[config.mk]
export PLATFORM = sky130hd
export DESIGN_NAME = riscv_run_ctrl
export DESIGN_NICKNAME = d
export VERILOG_FILES = /design/src/rtl/riscv_run_ctrl_pkg.sv /design/src/rtl/riscv_run_ctrl_sigmon.sv /design/src/rtl/riscv_run_ctrl.sv
export SDC_FILE = /design/constraint.sdc
export NUM_CORES = 1
export LEC_CHECK = 0
export CORE_ASPECT_RATIO = 1.5
export CORE_MARGIN = 8
export CORE_UTILIZATION = 51
export CTS_BUF_LIST = sky130_fd_sc_hd__clkbuf_8
export DETAILED_ROUTE_END_ITERATION = 16
export PLACE_DENSITY = 0.85
export SLEW_MARGIN = 20
export SYNTH_ARGS = -nofsm -noshare
export SYNTH_HDL_FRONTEND = slang
export SYNTH_SLANG_ARGS = --single-unit
export TNS_END_PERCENT = 30
[constraint.sdc]
create_clock -name clk -period 3.05 [get_ports clk]
set_input_delay 0.305 -clock clk [delete_from_list [all_inputs] [get_ports clk]]
set_output_delay 0.305 -clock clk [all_outputs]
set_load 0.02 [all_outputs]
[src/rtl/riscv_run_ctrl_pkg.sv]
// Shared types and helpers for the riscv run controller: FSM state encoding,
// default pass/fail signatures and a saturating increment.
package riscv_run_ctrl_pkg;

  typedef enum logic [1:0] {
    HOLD = 2'd0,
    RUN  = 2'd1,
    DONE = 2'd2
  } run_state_e;

  localparam logic [31:0] DEF_PASS_SIG = 32'h600D_600D;
  localparam logic [31:0] DEF_FAIL_SIG = 32'hBAD0_BAD0;

  // Callers zero-extend into 64 bits and pass their own all-ones ceiling.
  function automatic logic [63:0] sat_inc(input logic [63:0] value,
                                          input logic [63:0] max_value);
    return (value >= max_value) ? value : value + 64'd1;
  endfunction

endpackage

[src/rtl/riscv_run_ctrl_sigmon.sv]
// Write-back signature monitor: combinational pass/fail/timeout decode and,
// when RISCV_RUN_CTRL_CHECKSUM_EN is defined, a rotate-xor write-back checksum.
module riscv_run_ctrl_sigmon
  import riscv_run_ctrl_pkg::*;
#(
  parameter int unsigned       DATA_W         = 32,
  parameter int unsigned       CNT_W          = 16,
  parameter int unsigned       TIMEOUT_CYCLES = 80,
  parameter logic [DATA_W-1:0] PASS_SIG       = DATA_W'(DEF_PASS_SIG),
  parameter logic [DATA_W-1:0] FAIL_SIG       = DATA_W'(DEF_FAIL_SIG)
) (
`ifdef RISCV_RUN_CTRL_CHECKSUM_EN
  input  logic              clk,
  input  logic              reset,
  input  logic              accept_i,
  output logic [DATA_W-1:0] wb_checksum_o,
`endif
  input  logic              wb_valid_i,
  input  logic [DATA_W-1:0] wb_data_i,
  input  logic [CNT_W-1:0]  cycle_count_i,
  output logic              pass_hit_o,
  output logic              fail_hit_o,
  output logic              timeout_hit_o
);

  localparam logic [CNT_W-1:0] TO_LAST =
    CNT_W'((TIMEOUT_CYCLES == 0) ? 0 : TIMEOUT_CYCLES - 1);

  // FAIL is decoded first so identical signatures resolve to a failure.
  assign fail_hit_o    = wb_valid_i && (wb_data_i == FAIL_SIG);
  assign pass_hit_o    = wb_valid_i && (wb_data_i == PASS_SIG) && !fail_hit_o;
  assign timeout_hit_o = (TIMEOUT_CYCLES != 0) && (cycle_count_i == TO_LAST);

`ifdef RISCV_RUN_CTRL_CHECKSUM_EN
  logic [DATA_W-1:0] checksum_q;
  logic [DATA_W-1:0] checksum_d;

  assign checksum_d    = {checksum_q[DATA_W-2:0], checksum_q[DATA_W-1]} ^ wb_data_i;
  assign wb_checksum_o = checksum_q;

  always_ff @(posedge clk) begin
    if (reset) begin
      checksum_q <= '0;
    end else if (accept_i) begin
      checksum_q <= checksum_d;
    end
  end
`endif

endmodule

[src/rtl/riscv_run_ctrl.sv]
// Run controller for the riscv core: sequences core reset, counts RUN cycles,
// watches write-back for pass/fail signatures and enforces a timeout.
// Optional checksum output enabled by defining RISCV_RUN_CTRL_CHECKSUM_EN.
module riscv_run_ctrl
  import riscv_run_ctrl_pkg::*;
#(
  parameter int unsigned       DATA_W         = 32,
  parameter int unsigned       CNT_W          = 16,
  parameter int unsigned       RST_CYCLES     = 2,
  parameter int unsigned       TIMEOUT_CYCLES = 80,
  parameter logic [DATA_W-1:0] PASS_SIG       = DATA_W'(DEF_PASS_SIG),
  parameter logic [DATA_W-1:0] FAIL_SIG       = DATA_W'(DEF_FAIL_SIG)
) (
  input  logic              clk,
  input  logic              reset,
  input  logic              wb_valid,
  input  logic [DATA_W-1:0] wb_data,
  output logic              core_reset,
  output logic              running,
  output logic              done,
  output logic              pass,
  output logic              timeout,
  output logic [CNT_W-1:0]  cycle_count,
  output logic [CNT_W-1:0]  wb_count,
  output logic [DATA_W-1:0] last_wb_data
`ifdef RISCV_RUN_CTRL_CHECKSUM_EN
  ,
  output logic [DATA_W-1:0] wb_checksum
`endif
);

  localparam int unsigned HOLD_W = (RST_CYCLES < 1) ? 1 : $clog2(RST_CYCLES + 1);
  localparam logic [HOLD_W-1:0] HOLD_LAST = HOLD_W'((RST_CYCLES < 1) ? 0 : RST_CYCLES - 1);
  localparam logic [CNT_W-1:0]  CNT_ONES  = '1;

  if (RST_CYCLES < 1) begin : g_chk_rst
    $error("riscv_run_ctrl: RST_CYCLES must be at least 1");
  end
  if ((TIMEOUT_CYCLES >> CNT_W) != 0) begin : g_chk_to
    $error("riscv_run_ctrl: TIMEOUT_CYCLES does not fit in CNT_W bits");
  end

  run_state_e        state_q;
  logic [HOLD_W-1:0] hold_q;
  logic              core_reset_q, running_q, done_q, pass_q, timeout_q;
  logic [CNT_W-1:0]  cycle_q, wb_cnt_q;
  logic [CNT_W-1:0]  cycle_d, wb_cnt_d;
  logic [DATA_W-1:0] last_wb_q;
  logic              pass_hit, fail_hit, timeout_hit;

  assign cycle_d  = CNT_W'(sat_inc(64'(cycle_q), 64'(CNT_ONES)));
  assign wb_cnt_d = CNT_W'(sat_inc(64'(wb_cnt_q), 64'(CNT_ONES)));

`ifdef RISCV_RUN_CTRL_CHECKSUM_EN
  riscv_run_ctrl_sigmon #(
    .DATA_W(DATA_W), .CNT_W(CNT_W), .TIMEOUT_CYCLES(TIMEOUT_CYCLES),
    .PASS_SIG(PASS_SIG), .FAIL_SIG(FAIL_SIG)
  ) u_sigmon (
    .clk           (clk),
    .reset         (reset),
    .accept_i      ((state_q == RUN) && wb_valid),
    .wb_checksum_o (wb_checksum),
    .wb_valid_i    (wb_valid),
    .wb_data_i     (wb_data),
    .cycle_count_i (cycle_q),
    .pass_hit_o    (pass_hit),
    .fail_hit_o    (fail_hit),
    .timeout_hit_o (timeout_hit)
  );
`else
  riscv_run_ctrl_sigmon #(
    .DATA_W(DATA_W), .CNT_W(CNT_W), .TIMEOUT_CYCLES(TIMEOUT_CYCLES),
    .PASS_SIG(PASS_SIG), .FAIL_SIG(FAIL_SIG)
  ) u_sigmon (
    .wb_valid_i    (wb_valid),
    .wb_data_i     (wb_data),
    .cycle_count_i (cycle_q),
    .pass_hit_o    (pass_hit),
    .fail_hit_o    (fail_hit),
    .timeout_hit_o (timeout_hit)
  );
`endif

  always_ff @(posedge clk) begin
    if (reset) begin
      state_q      <= HOLD;
      hold_q       <= '0;
      core_reset_q <= 1'b1;
      running_q    <= 1'b0;
      done_q       <= 1'b0;
      pass_q       <= 1'b0;
      timeout_q    <= 1'b0;
      cycle_q      <= '0;
      wb_cnt_q     <= '0;
      last_wb_q    <= '0;
    end else begin
      unique case (state_q)
        HOLD: begin
          hold_q <= hold_q + HOLD_W'(1);
          if (hold_q == HOLD_LAST) begin
            state_q      <= RUN;
            core_reset_q <= 1'b0;
            running_q    <= 1'b1;
          end
        end
        RUN: begin
          // The terminating edge still counts, so counters include that cycle.
          cycle_q <= cycle_d;
          if (wb_valid) begin
            wb_cnt_q  <= wb_cnt_d;
            last_wb_q <= wb_data;
          end
          if (pass_hit || fail_hit || timeout_hit) begin
            state_q      <= DONE;
            core_reset_q <= 1'b1;
            running_q    <= 1'b0;
            done_q       <= 1'b1;
            pass_q       <= pass_hit;
            timeout_q    <= timeout_hit && !pass_hit && !fail_hit;
          end
        end
        DONE: begin
          state_q <= DONE;
        end
        default: state_q <= HOLD;
      endcase
    end
  end

  assign core_reset   = core_reset_q;
  assign running      = running_q;
  assign done         = done_q;
  assign pass         = pass_q;
  assign timeout      = timeout_q;
  assign cycle_count  = cycle_q;
  assign wb_count     = wb_cnt_q;
  assign last_wb_data = last_wb_q;

endmodule

* Yosys cells after proc, flatten, opt, wreduce, memory -nomap -nowiden
Index checks and enable logic that the tools add are counted.
Cells by class: $add $sub $neg 3, magnitude comparators 2, equality and inequality tests 8, multiplexer cells 9, bitwise gates (word level) 2, reduce and logical (&&, ||, !) cells 17
Operators with widths (count):
- $add A16 B1 Y16 const B | 2
- $eq A32 B31 Y1 const B | 1
- $eq A32 B32 Y1 const B | 1
- $ge A16 B16 Y1 const B | 2
- $eq A16 B7 Y1 const B | 1
- $reduce_and A2 Y1 | 4
- $pmux W2 S3 | 1
- $reduce_and A3 Y1 | 2
- $logic_and A1 B1 Y1 | 5
- $eq A2 B1 Y1 const B | 2
- $mux W1 | 4
- $mux W2 | 2
- $ne A2 B2 Y1 const B | 2
- $pmux W1 S2 | 2
- $add A2 B1 Y2 const B | 1
- $eq A2 B2 Y1 const B | 1
- $logic_not A1 Y1 | 2
- $logic_not A2 Y1 | 1
- $logic_or A1 B1 Y1 | 2
- $not A1 Y1 | 2
- $reduce_bool A2 Y1 | 1
Word-level totals: bits in registers 73, bits of input ports 35, output and inout bits 69, word-level logic and storage cells 51

* Depth between registers and ports, before layout
depth in word-level cells 8, gate-level depth with buffers 9, mapped depth without buffers 8

* By module
Synthesis repeated with hierarchy kept, for this count alone.
Unflattened totals: cell total of the unflattened synthesis 394, area total of the unflattened synthesis 3367.0 µm²
By module, submodules not included:
- riscv_run_ctrl | instances 1, cells an instance 368, area an instance 3178.0 µm², seq. area each 1461.4 µm²
- riscv_run_ctrl_sigmon | instances 1, cells an instance 26, area an instance 188.9 µm², seq. area each 0.0 µm²

* Worst setup path before layout
Ideal clock, no wire load.
path type register to register, start reg cycle_q[0], in the netlist cycle_count[0], end reg cycle_q[14], in the netlist cycle_count[14], library setup time 0.126 ns, data arrival time 1.678 ns, required time 2.924 ns, slack 1.246 ns, cell stages (with the launch flop) 7, path buffers 0, path through dfxtp_1 -> ha_1 -> nand2_1 -> or4_4 -> nor3_2 -> xnor2_1 -> nor2_1
Between the ends: cells in the longest elaborated chain, start to end 3, elaborated cells between the ends (all ways) 4, those cells by class add/sub: 1; order compare: 1; bitwise: 1; reduce/logical: 1
RTL lines:
- start, declared | line riscv_run_ctrl.sv:46 | logic [CNT_W-1:0] cycle_q, wb_cnt_q;
- start signal, assigned | line riscv_run_ctrl.sv:108 | cycle_q <= cycle_d;
- $ge A16 B16 Y1 | line riscv_run_ctrl_pkg.sv:17 | return (value >= max_value) ? value : value + 64'd1;
- $not A1 Y1 (no source line)
- $reduce_and A2 Y1 (no source line)
Several ways; a longest one is shown, not always the timed one. A chain may end at the register's enable or synchronous reset.

* Worst setup path in the final report
start reg state_q[1], end reg wb_cnt_q[6], in the netlist wb_count[6]
Between the ends: cells in the longest elaborated chain, start to end 2
RTL lines:
- start, declared | line riscv_run_ctrl.sv:43 | run_state_e state_q;
- start signal, assigned | line riscv_run_ctrl.sv:86 | state_q <= HOLD;
- start signal, assigned | line riscv_run_ctrl.sv:101 | state_q <= RUN;
- start signal, assigned | line riscv_run_ctrl.sv:114 | state_q <= DONE;
- $eq A2 B1 Y1 | line riscv_run_ctrl.sv:97 | unique case (state_q)
- $reduce_and A3 Y1 (no source line)
- end signal, assigned | line riscv_run_ctrl.sv:110 | wb_cnt_q <= wb_cnt_d;
- end, declared | line riscv_run_ctrl.sv:46
Every way passes these cells.

==> flow_summary_export.csv <==
group,metric,value,unit
outcome,status,"complete, no violations",
yosys,synthTopCellsByArea,"dfxtp_1 (45%), nand2_1 (10%), a21oi_1 (6.2%)",
timing,rsz0062_at_grt,"false",
floorplan,start_util,0.525,
cts,cts_root_buf,"clkbuf_8",
layout,syn2layout_area_growth,39.5,%
timing,slew_headroom,0.312,
cts,worst_skew_pair.late_latency,0.34,ns
yosys,avgSynthCellArea,8.27,sq um
yosys,yosysMostFrequentCell,"nand2_1",
yosys,synth_area,3220,sq um
route,vias,3063,
layout,fin_util,0.732,
yosys,synth_seq_cells,73,
cts,ctsHoldBuffers,0,
yosys,synthFlopType,"dfxtp_1",
cts,cts_max_level,3,
floorplan,die_w,80.9,um
timing,skew,0.0120,ns
route,postRouteAntennaNets,0,
timing,finalCritPeriodShare,0.688,
power_and_ir_drop,p_comb_frac,0.288,
worst_setup_path,arrival,2.31,ns
route,vias_per_cell,5.39,
cts,ctsLongestPathBuffers,2,
timing,worst_pin_slew,1.03,ns
worst_setup_path,crit_type,"reg2reg",
layout,nets,529,
placed_design,io_buffers,103,
yosys,async_flop_share,0,
worst_setup_path,cp_cell_sequence,"inv_1 > ha_1 > and2_1 > nand3_1 > a31oi_1 > nand4_1 > xor2_1 > nor2_1",
layout,diodes,0,
cts,cts.sinks,73,
yosys,ys_types,44,
global_route,grt_usage,0.190,
power_and_ir_drop,switching_power,878,uW
timing,finalSetupTns,0,ns
cts,post_cts_buffers,0,
route,wl_per_cell,15.4,um
timing,hold_violations,0,
floorplan,num_rows,35,
power_and_ir_drop,peakVddDrop,0.518,mV
cts,cts_resized,0,
worst_setup_path,worstSetupEndpointType,"flop",
global_route,antenna_found_initial,0,
yosys,ys_seq_area_frac,0.454,
power_and_ir_drop,p_int,1800,uW
route,routed_wl,8.72,mm
global_route,overflow,0,
global_route,grt_max_degree,45,
floorplan,die_area,9160,sq um
worst_setup_path,required,3.26,ns
placed_design,dp_hpwl,6.58,mm
min_path,hp-class,"reg2reg",
timing,setup_violations,0,
yosys,syn_nets,429,
power_and_ir_drop,power_frac_clock,0.292,
worst_setup_path,cpPeakStageDelay,0.44,ns
route,dr.first_iter.drc_count,146,
global_route,grt_pass1_wl,14.2,mm
yosys,yosysTopAreaCellShare,0.454,
worst_setup_path,path_max_fanout,14,
cts,tritoncts,"built",
yosys,yosys_warnings,0,
power_and_ir_drop,leakage,0.00154,uW
cts,clk_pin_slew,0.08,ns
worst_setup_path,reg2reg_setup_slack,0.95,ns
floorplan,core_region_area,6130,sq um
layout,layout-drive-gt1-share,0.0688,
layout,fillCellCount,491,
yosys,syn_inst,389,
yosys,synth-edff-count,0,
timing,post-route-min-period,2.10,ns
timing,whs,0.459,ns
yosys,synth_top_area_cell,"dfxtp_1",
global_route,grt_pass1_vias,3095,
worst_setup_path,start_kind,"flop",
placed_design,gp_congestion,0.844,
run,cap_violations,0,
power_and_ir_drop,power.density,596,nW/um^2
floorplan,io_pins,104,
yosys,yosys-top-cells-count,"nand2_1 (88), dfxtp_1 (73), a21oi_1 (40), nor2_1 (40), xor2_1 (15)",
route,drc_errors,0,
power_and_ir_drop,swShare,0.328,
worst_setup_path,cp_slowest_cell,"ha_1",
route,firstDrtPassIters,4,
timing,slew_violations,0,
power_and_ir_drop,seqPwrFrac,0.420,
timing,max_freq,477,MHz
floorplan,dieHeight,113,um
cts,cts-buffers-inserted,9,
-- power by group through the flow --
stage                     registers (uW)  clock network (uW)  logic, uW
after CTS                           1120                 801        780
after floorplan                     1240                   0        373
after detailed placement            1140                   0        775
final                               1120                 782        770
after global placement              1140                   0        748
after global routing                1140                 846        842
-- flip-flops by register name, summed over array words and instances, names as in the netlist --
register / flops
timeout: 1
cycle_count: 16
running: 1
state_q: 2
hold_q: 2
pass: 1
core_reset: 1
done: 1
last_wb_data: 32
wb_count: 16
-- final timing paths --
check / startpoint / endpoint / cells after the start
setup / recovery: state_q[1] / wb_count[6] / 8
hold reg to reg: done / done / 2
setup reg to reg: state_q[1] / wb_count[6] / 8
hold / removal: done / done / 2
-- area by class of cell --
class / count / area [sq um] / share of cell area
tap: 74 / 92.6 / 0.0206
clock buffer: 10 / 138 / 0.0307
sequential: 73 / 1460 / 0.326
inverter: 12 / 45.0 / 0.0100
timing repair buffer: 106 / 1050 / 0.234
clock inverter: 6 / 72.6 / 0.0162
multi-input combinational: 287 / 1630 / 0.363
-- worst max-delay path: cells and delay by family, from the launching register on --
kind,cells,cell delay [ns]
AND/OR/NAND/NOR,4,0.63
adder cells (fa/ha/maj),1,0.44
AO/OA/AOI/OAI,1,0.34
flip-flops,1,0.32
XOR/XNOR,1,0.16
buffers and inverters,1,0.08
-- kinds of logic after synthesis --
kind of cell | after synthesis | share of synthesized area
simple gates | 193 | 0.296
flops | 73 | 0.454
compound gates | 61 | 0.114
buf+inv | 29 | 0.0393
xor+xnor | 24 | 0.0653
fa+ha+maj | 5 | 0.0194
mux | 4 | 0.0124
-- cell usage in the layout (no fill, tap or decap), types with 2 or more instances in the layout --
master | Yosys | layout
o21ai_0 | 3 | 3
a21oi_1 | 40 | 40
nor2_1 | 40 | 40
clkdlybuf4s50_1 | 0 | 102
a211oi_1 | 4 | 4
dfxtp_1 | 73 | 73
nor3_2 | 3 | 3
and3_1 | 2 | 2
nor4b_1 | 5 | 5
nor4bb_1 | 4 | 4
inv_1 | 12 | 12
nand2b_1 | 3 | 3
inv_6 | 0 | 3
nand4_1 | 12 | 12
a211oi_2 | 2 | 2
xnor2_1 | 9 | 9
buf_4 | 0 | 3
ha_1 | 5 | 5
nand3_1 | 8 | 8
a31oi_1 | 4 | 4
nor3_1 | 11 | 11
clkbuf_8 | 0 | 10
mux2i_1 | 4 | 4
and4_1 | 7 | 7
nand2_1 | 88 | 88
xor2_1 | 15 | 15
-- metal layers --
metal / vias to the layer above / wire length, um / GRT usage
met4: 0 / 123 / 0.0659
met3: 10 / 671 / 0.0548
li1: 1536 / - / -
met2: 105 / 4250 / 0.325
met1: 1412 / 3680 / 0.214
met5: - / 0 / 0
-- through the flow --
stage | worst slack (ns) | total power [uW] | std cells | instance area, sq um
after global routing | 0.732 | 2820 | 568 | 4490
final | 0.952 | 2680 | 568 | 4490
after floorplan | 1.25 | 1610 | 389 | 3220
after global placement | 0.920 | 1890 | 552 | 4280
after CTS | 0.913 | 2700 | 568 | 4490
after detailed placement | 0.794 | 1920 | 552 | 4280
No activity file was read; power rests on OpenSTA's default activity.
